--- src/rtl/uart_pkg.sv ---
// Shared UART receive-path constants, frame layout and FSM state type.
// Imported by the RX deserializer and its helpers.
package uart_pkg;

  localparam int unsigned OVERSAMPLE = 16;
  localparam int unsigned MID_SAMPLE = 7;
  localparam int unsigned FRAME_BITS = 11;

  // Bit positions inside a captured frame
  localparam int unsigned START_IDX  = 0;
  localparam int unsigned DATA_LSB   = 1;
  localparam int unsigned DATA_MSB   = 8;
  localparam int unsigned PARITY_IDX = 9;
  localparam int unsigned STOP_IDX   = 10;

  localparam logic [3:0] TICK_MID  = 4'(MID_SAMPLE);
  localparam logic [3:0] TICK_LAST = 4'(OVERSAMPLE - 1);
  localparam logic [3:0] LAST_BIT  = 4'(STOP_IDX);

  typedef logic [FRAME_BITS-1:0] frame_t;

  localparam frame_t FRAME_IDLE = '1;

  typedef enum logic [1:0] {
    IDLE  = 2'd0,
    START = 2'd1,
    DATA  = 2'd2,
    DONE  = 2'd3
  } rx_state_e;

endpackage

--- src/rtl/sync_2ff.sv ---
// Two-flop synchronizer for an asynchronous single-bit input.
// Resets to 1 so an idle-high serial line does not look like a start bit.
module sync_2ff (
  input  logic clk,
  input  logic rst_n,
  input  logic d,
  output logic q
);

  logic meta_q;

  always_ff @(posedge clk or negedge rst_n) begin
    if (!rst_n) begin
      meta_q <= 1'b1;
      q      <= 1'b1;
    end else begin
      meta_q <= d;
      q      <= meta_q;
    end
  end

endmodule

--- src/rtl/sipo.sv ---
// UART RX deserializer: captures start, 8 data bits, parity and stop from the
// 16x oversampled line and presents the raw 11-bit frame with a level flag.
module sipo
  import uart_pkg::*;
(
  input  logic                  baud_clk,
  input  logic                  reset_n,
  input  logic                  data_tx,
  output logic                  recieved_flag,
  output logic [FRAME_BITS-1:0] data_parll
);

  logic      rx_s;
  rx_state_e state_q, state_d;
  logic [3:0] tick_q, tick_d;
  logic [3:0] bit_q, bit_d;
  frame_t    shreg_q, shreg_d;
  frame_t    parll_q, parll_d;
  logic      flag_q, flag_d;

  sync_2ff u_sync (
    .clk   (baud_clk),
    .rst_n (reset_n),
    .d     (data_tx),
    .q     (rx_s)
  );

  always_comb begin
    state_d = state_q;
    tick_d  = tick_q;
    bit_d   = bit_q;
    shreg_d = shreg_q;
    parll_d = parll_q;
    flag_d  = flag_q;
    unique case (state_q)
      IDLE: begin
        if (!rx_s) begin
          tick_d  = '0;
          state_d = START;
        end
      end
      START: begin
        if (tick_q == TICK_MID) begin
          // A line that is high again by mid start bit was only a glitch
          if (rx_s) begin
            state_d = IDLE;
          end else begin
            shreg_d = {rx_s, shreg_q[FRAME_BITS-1:1]};
            bit_d   = 4'd1;
            flag_d  = 1'b0;
            tick_d  = '0;
            state_d = DATA;
          end
        end else begin
          tick_d = tick_q + 4'd1;
        end
      end
      DATA: begin
        if (tick_q == TICK_LAST) begin
          tick_d  = '0;
          shreg_d = {rx_s, shreg_q[FRAME_BITS-1:1]};
          bit_d   = bit_q + 4'd1;
          if (bit_q == LAST_BIT) begin
            state_d = DONE;
          end
        end else begin
          tick_d = tick_q + 4'd1;
        end
      end
      DONE: begin
        parll_d = shreg_q;
        flag_d  = 1'b1;
        state_d = IDLE;
      end
      default: state_d = IDLE;
    endcase
  end

  always_ff @(posedge baud_clk or negedge reset_n) begin
    if (!reset_n) begin
      state_q <= IDLE;
      tick_q  <= '0;
      bit_q   <= '0;
      shreg_q <= FRAME_IDLE;
      parll_q <= FRAME_IDLE;
      flag_q  <= 1'b0;
    end else begin
      state_q <= state_d;
      tick_q  <= tick_d;
      bit_q   <= bit_d;
      shreg_q <= shreg_d;
      parll_q <= parll_d;
      flag_q  <= flag_d;
    end
  end

  assign recieved_flag = flag_q;
  assign data_parll    = parll_q;

endmodule

--- config.mk ---
export PLATFORM = sky130hd
export DESIGN_NAME = sipo
export DESIGN_NICKNAME = d
export VERILOG_FILES = /design/src/rtl/uart_pkg.sv /design/src/rtl/sync_2ff.sv /design/src/rtl/sipo.sv
export SDC_FILE = /design/constraint.sdc
export NUM_CORES = 1
export LEC_CHECK = 0
export BUFFER_PORTS_ARGS = -buffer_cell sky130_fd_sc_hd__buf_2
export CORE_UTILIZATION = 40
export CTS_CLUSTER_DIAMETER = 200
export DETAILED_ROUTE_END_ITERATION = 10
export PLACE_DENSITY = 0.64
export RECOVER_POWER = 25
export REMOVE_ABC_BUFFERS = 1
export SKIP_CTS_REPAIR_TIMING = 1
export SLEW_MARGIN = 15
export SYNTH_ARGS = -nofsm -noshare
export SYNTH_HDL_FRONTEND = slang
export SYNTH_SLANG_ARGS = --single-unit
--- constraint.sdc ---
create_clock -name baud_clk -period 2.7 [get_ports baud_clk]
set_clock_uncertainty 0.1 [all_clocks]
set_input_delay 0.135 -clock baud_clk [delete_from_list [all_inputs] [get_ports baud_clk]]
set_output_delay 0.135 -clock baud_clk [all_outputs]
set_load 0.005 [all_outputs]
# ---- After elaboration in Yosys (flattened, before gate mapping)
# Index checks and enable logic that the tools add are counted.
dict set report word_totals {
  regBits 35
  latchBits 0
  ramBits 0
  romBits 0
  output_inout_bits 12
  elab_cells 49
  memories 0
}
dict set report classes {
  add_sub_neg 2
  mul 0
  n_div 0
  order_cmp 0
  n_eq_ne 11
  n_shift 0
  muxes 21
  bitwise_logic 0
  n_reduce_logical 7
}
# op n
set op_table {}
lappend op_table {{$mux 11} 3}
lappend op_table {{$mux 4} 6}
lappend op_table {{$pmux 11 s2} 1}
lappend op_table {{$pmux 4 s3} 1}
lappend op_table {{$mux 2} 5}
lappend op_table {{$ne 2x2->1 const B} 5}
lappend op_table {{$add 4x1->4 const B} 2}
lappend op_table {{$eq 4x4->1 const B} 2}
lappend op_table {{$pmux 2 s4} 1}
lappend op_table {{$pmux 4 s2} 1}
lappend op_table {{$reduce_and 4->1} 2}
lappend op_table {{$eq 2x2->1 const B} 2}
lappend op_table {{$eq 4x3->1 const B} 1}
lappend op_table {{$reduce_bool 2->1} 2}
lappend op_table {{$reduce_and 3->1} 1}
lappend op_table {{$reduce_bool 3->1} 1}
lappend op_table {{$eq 2x1->1 const B} 1}
lappend op_table {{$logic_not 2->1} 1}
lappend op_table {{$mux 1} 2}
lappend op_table {{$pmux 1 s2} 1}

# ---- Depth between registers and ports, before layout
# Gate-level depths: netlist of run 1.
dict set report depth {
  word_depth 4
  mapped_depth 8
  depth_no_buf 6
}

# ---- Modules after synthesis
# Synthesis of run 1 repeated with hierarchy kept, for this count alone.
dict set report unflattened {
  cells_unflattened 134
  hier_area_um2 1715.4
}
# module instances cells_each area_per_inst_um2
set by_module_without_submodules {}
lappend by_module_without_submodules {sipo 1 132 1662.8}
lappend by_module_without_submodules {sync_2ff 1 2 52.6}

# ---- Least setup slack after synthesis of run 1
# No wires, ideal clock.
dict set report synth_path {
  kind {register to register}
  from {register state_q[0]}
  to {register shreg_q[5]}
  setup_time_ps 82
  arrival_ps 1828
  t_required_ps 2518
  setup_slack_ps 690
  stages_incl_launch_ff 8
  path_buffers 2
  period_less_slack_ps 2010
  path_cell_list {dfrtp_1 inv_1 ha_1 buf_4 and3b_2 o21bai_4 buf_2 mux2_2}
}
dict set report synth_between {
  elab_chain_len 3
  word_cells_on_any_way 8
}
# item line
set synth_lines {}
lappend synth_lines {{from (decl)} sipo.sv:14} ;# rx_state_e state_q, state_d;
lappend synth_lines {{from (signal assigned)} sipo.sv:88} ;# state_q <= state_d;
lappend synth_lines {{$eq 2x1->1 / $eq 2x2->1 (equally long branches)} sipo.sv:35} ;# unique case (state_q)
lappend synth_lines {{$ne 2x2->1 (no source line) / $reduce_bool 2->1 (equally long branches)} n/a}
lappend synth_lines {{$reduce_and 4->1 (no source line)} n/a}
lappend synth_lines {{to (signal assigned)} sipo.sv:91} ;# shreg_q <= shreg_d;
lappend synth_lines {{to (decl)} sipo.sv:17} ;# frame_t shreg_q, shreg_d;
# Several ways; a longest one is shown, not always the timed one.
# A chain may end at the register's enable or synchronous reset.

# ---- Final worst setup path of run 1
dict set report layout_path {
  from {register state_q[0]}
  to {register bit_q[3]}
}
dict set report layout_between {
  elab_chain_len 3
  word_cells_on_any_way 8
}
# item line
set layout_lines {}
lappend layout_lines {{$eq 2x1->1 / $eq 2x2->1 (equally long branches)} sipo.sv:35}
lappend layout_lines {{$ne 2x2->1 (no source line) / $reduce_bool 2->1 (equally long branches)} n/a}
lappend layout_lines {{$reduce_and 4->1 (no source line)} n/a}
lappend layout_lines {{to (signal assigned)} sipo.sv:90} ;# bit_q <= bit_d;
lappend layout_lines {{to (decl)} sipo.sv:16} ;# logic [3:0] bit_q, bit_d;
# Several ways; a longest one is shown, not always the timed one.

==> flow_summary_export.csv, run 1 <==
group,metric,value,unit
global_route,antenna_found_initial,0,
timing,slew_headroom,-17.4,%
critical_path,critPathMaxFanout,16,
floorplanning,rows,23,
clocking,clock_path_buffers,2,
layout,drive_gt1_share,46.7,%
timing,finalSetupViolCount,0,
global_route,grt_pass1_wl,5.04,mm
run_status,violations,"max-capacitance violations, max-slew violations",
layout,nFillCells,366,
floorplanning,die_w,66.4,um
critical_path,crit_required,2.81,ns
yosys,synthCells,133,
critical_path,path_depth,6,
yosys,synth_ff_type,"dfstp_2",
critical_path,worst-setup-path-type,"reg2reg",
clocking,cts-buffers-inserted,5,
timing,max_freq,442,MHz
yosys,ys_ff_latch,35,
yosys,ys_seq_area_share,54.6,%
timing,hold_viol_final,0,
layout,syn2layout_area_growth,14.3,%
timing,fin_crit_sh,83.8,%
routing,first_iter_violations,35,
timing,rsz0062_at_grt,"no",
place,dp.final_hpwl,1.94,mm
layout,n_antenna_cell,0,
floorplanning,core_area,0.00400,mm2
critical_path,reg2regPathDepth,6,
yosys,async_flop_share,100,%
routing,viasPerCell,5.20,
place,port_buffers,14,
clocking,htreeDepth,2,
critical_path,cp_cell_sequence,"inv_1, ha_1, nor4b_4, o21bai_4, or4_1, a21oi_1",
pwr,pwr_density_cell,743,mW/mm2
timing,timing.final.crit_period,2.26,ns
yosys,avgSynthCellArea,12.5,um2
yosys,synth-edff-count,0,
timing,tns,0,ns
layout,final_cell_mix,"24 x dfstp_2, 22 x mux2_2, 13 x buf_2, 11 x nand2_1, 11 x dfrtp_1",
clocking,cts-root-buf,"clkbuf_8",
critical_path,cp.buffers_inverters,1,
yosys,syn-cell-area,0.00166,mm2
critical_path,cp_data_arrival_time,2.38,ns
routing,dr.pass1.iters,4,
yosys,synth_cell_types,36,
layout,nets,159,
floorplanning,die-area,0.00441,mm2
routing,wl_per_cell,14.0,um
floorplanning,io_pins,15,
layout,final_core_util,47.4,%
timing,slew_violations,36,
clocking,cts_tree,"yes",
critical_path,cp-end-kind,"register",
place,gp_congestion,0.717,
routing,drt_wl_total,2.80,mm
routing,drcViolationCount,0,
layout,layout_commonest_cell,"dfstp_2",
clocking,insertion_delay,0.28,ns
timing,worst_pin_slew,1.76,ns
critical_path,cp_slowest_stage_delay,0.50,ns
min_path,whs_path_depth,0,
global_route,grt_max_degree,36,
flow_run,maxCapViolCount,1,
global_route,grt_pass1_vias,1091,
min_path,holdCritPathClass,"reg2reg",
pwr,peakVddDrop,0.403,mV
critical_path,slowest_stage,"or4_1",
floorplanning,initial_utilization,41.5,%
pwr,power_leakage,0.000840,uW
global_route,grt_usage,15.3,%
routing,via_count,1039,
critical_path,critPathLaunchType,"register",
clocking,cts.sink_count,35,
clocking,clkTransAtPathRegs,0.07,ns
yosys,ys.warnings.count,0,
run_status,status,"complete, but fails checks",
global_route,grt_overflow_total,0,
critical_path,cpLargestDelayFamily,"simple AND/OR/NAND/NOR gates",
floorplanning,die_h,66.4,um
routing,ant_nets,0,
==> synthesized netlist by cell type (2+ instances only) <==
master | n | area, um2
nand2_1 | 11 | 41.3
dfrtp_1 | 11 | 275
nor2_1 | 4 | 15.0
inv_1 | 8 | 30.0
o21ai_0 | 7 | 35.0
mux2_2 | 22 | 248
clkbuf_1 | 2 | 7.51
buf_2 | 2 | 10.0
dfstp_2 | 24 | 631
or4_1 | 2 | 15.0
ha_1 | 7 | 87.6
nor3_1 | 2 | 10.0
mux2i_1 | 2 | 20.0
a21oi_1 | 6 | 30.0
xor2_1 | 2 | 17.5
==> per-stage QoR <==
step | total power [uW] | std cells | hold slack, ns | worst slack, ns | cell area [um2]
2_1_floorplan | 816 | 126 | -0.261 | 0.656 | 1620
3_3_place_gp | 878 | 190 | 0.130 | 0.557 | 1750
3_5_place_dp | 900 | 190 | 0.142 | 0.450 | 1750
4_1_cts | 1420 | 198 | -0.162 | 0.438 | 1880
5_1_grt | 1490 | 200 | 0.267 | 0.269 | 1900
6_report | 1410 | 200 | 0.262 | 0.436 | 1900
==> sequential cells by signal, summed over array words and instances, names as in the netlist, named ones only <==
signal / count
bit_q: 4
data_parll: 11
recieved_flag: 1
shreg_q: 11
state_q: 1
tick_q: 4
u_sync.meta_q: 1
u_sync.q: 1
==> report_power, final <==
| group | leakage, uW | internal, uW | total (uW) | switching, uW |
|---|---|---|---|---|
| clock | 0.0000636 | 332 | 516 | 184 |
| combinational | 0.000382 | 120 | 298 | 178 |
| sequential | 0.000395 | 560 | 595 | 34.4 |
==> final cells by class <==
cell class / count / area, um2 / area share, %
multi-input combinational: 83 / 682 / 35.9
tap: 50 / 62.6 / 3.30
clock inverter: 1 / 30.0 / 1.58
sequential: 35 / 906 / 47.8
inverter: 8 / 30.0 / 1.58
clock buffer: 7 / 97.6 / 5.15
timing repair buffer: 16 / 88.8 / 4.68
==> kinds of logic after synthesis <==
logic type	count (synthesis)	share of synthesized area, %
muxes	24	16.1
and+or+nand+nor	28	9.80
xor gates and xnor gates	2	1.06
adders and majority gates	7	5.28
AOI/OAI and AO/OA	22	8.82
buffers and inverters	15	4.30
DFF	35	54.6
==> final timing paths <==
path / startpoint / to / slack, ns
setup / recovery: state_q[0] / bit_q[3] / 0.44
min in group asynchronous: reset_n / tick_q[2] / 0.75
setup reg to reg: state_q[0] / bit_q[3] / 0.44
hold reg to reg: u_sync.meta_q / u_sync.q / 0.26
max in group asynchronous: reset_n / bit_q[0] / 0.73
hold / removal: u_sync.meta_q / u_sync.q / 0.26
==> layer usage <==
metal	track usage, %	up-vias	wire [um]
met5	0	-	0
met4	6.38	0	46
met3	4.14	6	86
met2	24.6	17	1350
met1	19.3	519	1320
li1	-	497	-
Power figures use the tool's default switching activity.
==> inputs of run 2 (changes only) <==
Settings changed: ABC_AREA from default to 1.
Clock period 2.7 ns to 2.1 ns, I/O delays scaled along.
==> run 2 against run 1 <==
- the run now ends clean
- worst hold slack lost 0.0058 ns
- via count grew 7.5%
- core utilization grew 2.1 points
- sequential share of layout area increased by 0.45 points
- clock-buffer cell count down 1
- final cell count grew 21%
- highest routed layer unchanged
==> flow_summary_export.csv, run 2 <==
group,metric,value,unit
global_route,grt_usage,15.9,%
place,gp_congestion,0.833,
pwr,peakVddDrop,0.844,mV
yosys,ys_seq_area_share,55.2,%
critical_path,crit_required,2.17,ns
global_route,grt_pass1_wl,5.19,mm
timing,worst_pin_slew,0.838,ns
timing,fin_crit_sh,86.0,%
layout,n_antenna_cell,0,
floorplanning,rows,22,
routing,ant_nets,0,
yosys,synth-edff-count,0,
floorplanning,io_pins,15,
global_route,grt_max_degree,36,
clocking,cts-root-buf,"clkbuf_8",
layout,drive_gt1_share,32.0,%
timing,rsz0062_at_grt,"no",
clocking,htreeDepth,2,
clocking,clkTransAtPathRegs,0.08,ns
critical_path,cp-end-kind,"register",
layout,final_cell_mix,"49 x nand2_1, 24 x dfstp_2, 21 x inv_1, 18 x o21ai_0, 12 x buf_2",
routing,via_count,1117,
timing,slew_violations,0,
layout,nets,203,
routing,wl_per_cell,11.6,um
layout,stdcell_count,242,
yosys,synthAdderAreaFrac,5.34,%
timing,hold_viol_final,0,
layout,syn2layout_area_growth,14.5,%
timing,timing.final.crit_period,1.81,ns
clocking,cts-buffers-inserted,5,
clocking,insertion_delay,0.29,ns
place,dp_cells,232,
yosys,ys.warnings.count,0,
global_route,antenna_found_initial,0,
yosys,avgSynthCellArea,9.49,um2
critical_path,cp_data_arrival_time,1.88,ns
yosys,synth_top_family_by_area,"simple AND/OR/NAND/NOR gates",
place,port_buffers,14,
yosys,synth_top_area_share,38.4,%
timing,tns,0,ns
pwr,power_leakage,0.000824,uW
layout,layout_commonest_cell,"nand2_1",
yosys,synth_mux_area_share,0,%
yosys,syn-cell-area,0.00164,mm2
routing,dr.pass1.iters,4,
floorplanning,initial_utilization,43.2,%
floorplanning,die_w,66.1,um
timing,finalSetupViolCount,0,
yosys,async_flop_share,100,%
yosys,netlist_top_cells_area,"dfstp_2 38%, dfrtp_1 17%, nand2_1 11%",
yosys,synth_compound_area_share,12.9,%
critical_path,critPathLaunchType,"register",
run_status,status,"completed",
yosys,ys_ff_latch,35,
floorplanning,die-area,0.00436,mm2
timing,slew_headroom,44.1,%
critical_path,critPathMaxFanout,24,
routing,drt_wl_total,2.80,mm
timing,max_freq,554,MHz
clocking,cts.sink_count,35,
yosys,yosys.area.top_type,"dfstp_2",
routing,drcViolationCount,0,
yosys,yosys.area_share.simple,18.1,%
floorplanning,die_h,66.1,um
global_route,grt_overflow_total,0,
global_route,grt_pass1_vias,1189,
place,dp.final_hpwl,1.96,mm
yosys,synthCells,173,
routing,viasPerCell,4.62,
flow_run,maxCapViolCount,0,
yosys,yosysMostFrequentCell,"nand2_1",
yosys,synth_common_cells,"49 x nand2_1, 24 x dfstp_2, 21 x inv_1",
yosys,synth_xor_area_share,1.60,%
yosys,synth_ff_type,"dfstp_2",
yosys,synth_cell_types,21,
clocking,clock_path_buffers,2,
min_path,holdCritPathClass,"reg2reg",
routing,first_iter_violations,35,
floorplanning,core_area,0.00380,mm2
critical_path,reg2reg_setup_slack,0.29,ns
critical_path,worst-setup-path-type,"reg2reg",
clocking,cts_tree,"yes",
pwr,pwr_density_cell,1410,mW/mm2
run 2: cell count changes after synthesis, moves of 2 or more:
cell,previous run,this run
o21ai_2,0,11
o21ai_0,7,18
nand3_1,1,9
or4_1,2,0
nor2_1,4,7
buf_2,2,0
inv_1,8,21
mux2_2,22,0
mux2i_1,2,0
nor3_1,2,0
a21oi_1,6,2
nand2_1,11,49
run 2: final timing paths:
path	depth (start not counted)	endpoint	startpoint
max in group asynchronous	2	state_q[0]	reset_n
setup reg to reg	6	bit_q[0]	state_q[0]
min in group asynchronous	2	bit_q[3]	reset_n
hold / removal	0	u_sync.q	u_sync.meta_q
setup / recovery	6	bit_q[0]	state_q[0]
hold reg to reg	0	u_sync.q	u_sync.meta_q
run 2: cell type report:
type                            count  area (um2)
Multi-Input combinational cell    112         623
Tap cell                           48        60.1
Fill cell                         343        1920
Sequential cell                    35         906
Inverter                           22        82.6
Timing Repair Buffer               17        96.3
Clock buffer                        6        93.8
Clock inverter                      2        17.5
run 2: metrics by stage:
| stage | util [%] | worst slack [ns] | total power [uW] | hold WS (ns) | instance area [um2] |
|---|---|---|---|---|---|
| CTS | 49.0 | 0.275 | 2690 | -0.197 | 1860 |
| floorplan | - | 0.406 | 1820 | -0.291 | 1610 |
| global placement | 46.0 | 0.371 | 2050 | 0.0945 | 1750 |
| global route | 49.5 | 0.0699 | 2900 | 0.260 | 1880 |
| detailed placement | 46.0 | 0.284 | 2100 | 0.111 | 1750 |
| finish | 49.5 | 0.295 | 2660 | 0.257 | 1880 |
run 2: critical path, stage by stage (launching register included):
cell and delay, ns:
dfrtp_1 0.44, inv_1 0.10, ha_1 0.27, o21ai_0 0.12, nand3b_4 0.36, inv_2 0.20, o21ai_0 0.10
run 2: report_power, final:
group	internal (uW)	total [uW]	switching (uW)
registers	995	1140	143
logic	341	943	602
clock network	312	575	263
run 2: layer usage:
metal	track usage, %	wire [um]	up-vias
li1	-	-	582
met1	18.4	1300	503
met2	27.6	1320	27
met5	0	0	-
met4	5.05	36	0
met3	5.34	140	5
run 2: kinds of logic (layout without fill, tap and decap cells):
kind of cell / count (synthesis) / after routing
fa+ha+maj: 7 / 7
buf+inv: 26 / 47
simple gates: 69 / 69
compound gates: 33 / 33
xor+xnor: 3 / 3
flops: 35 / 35
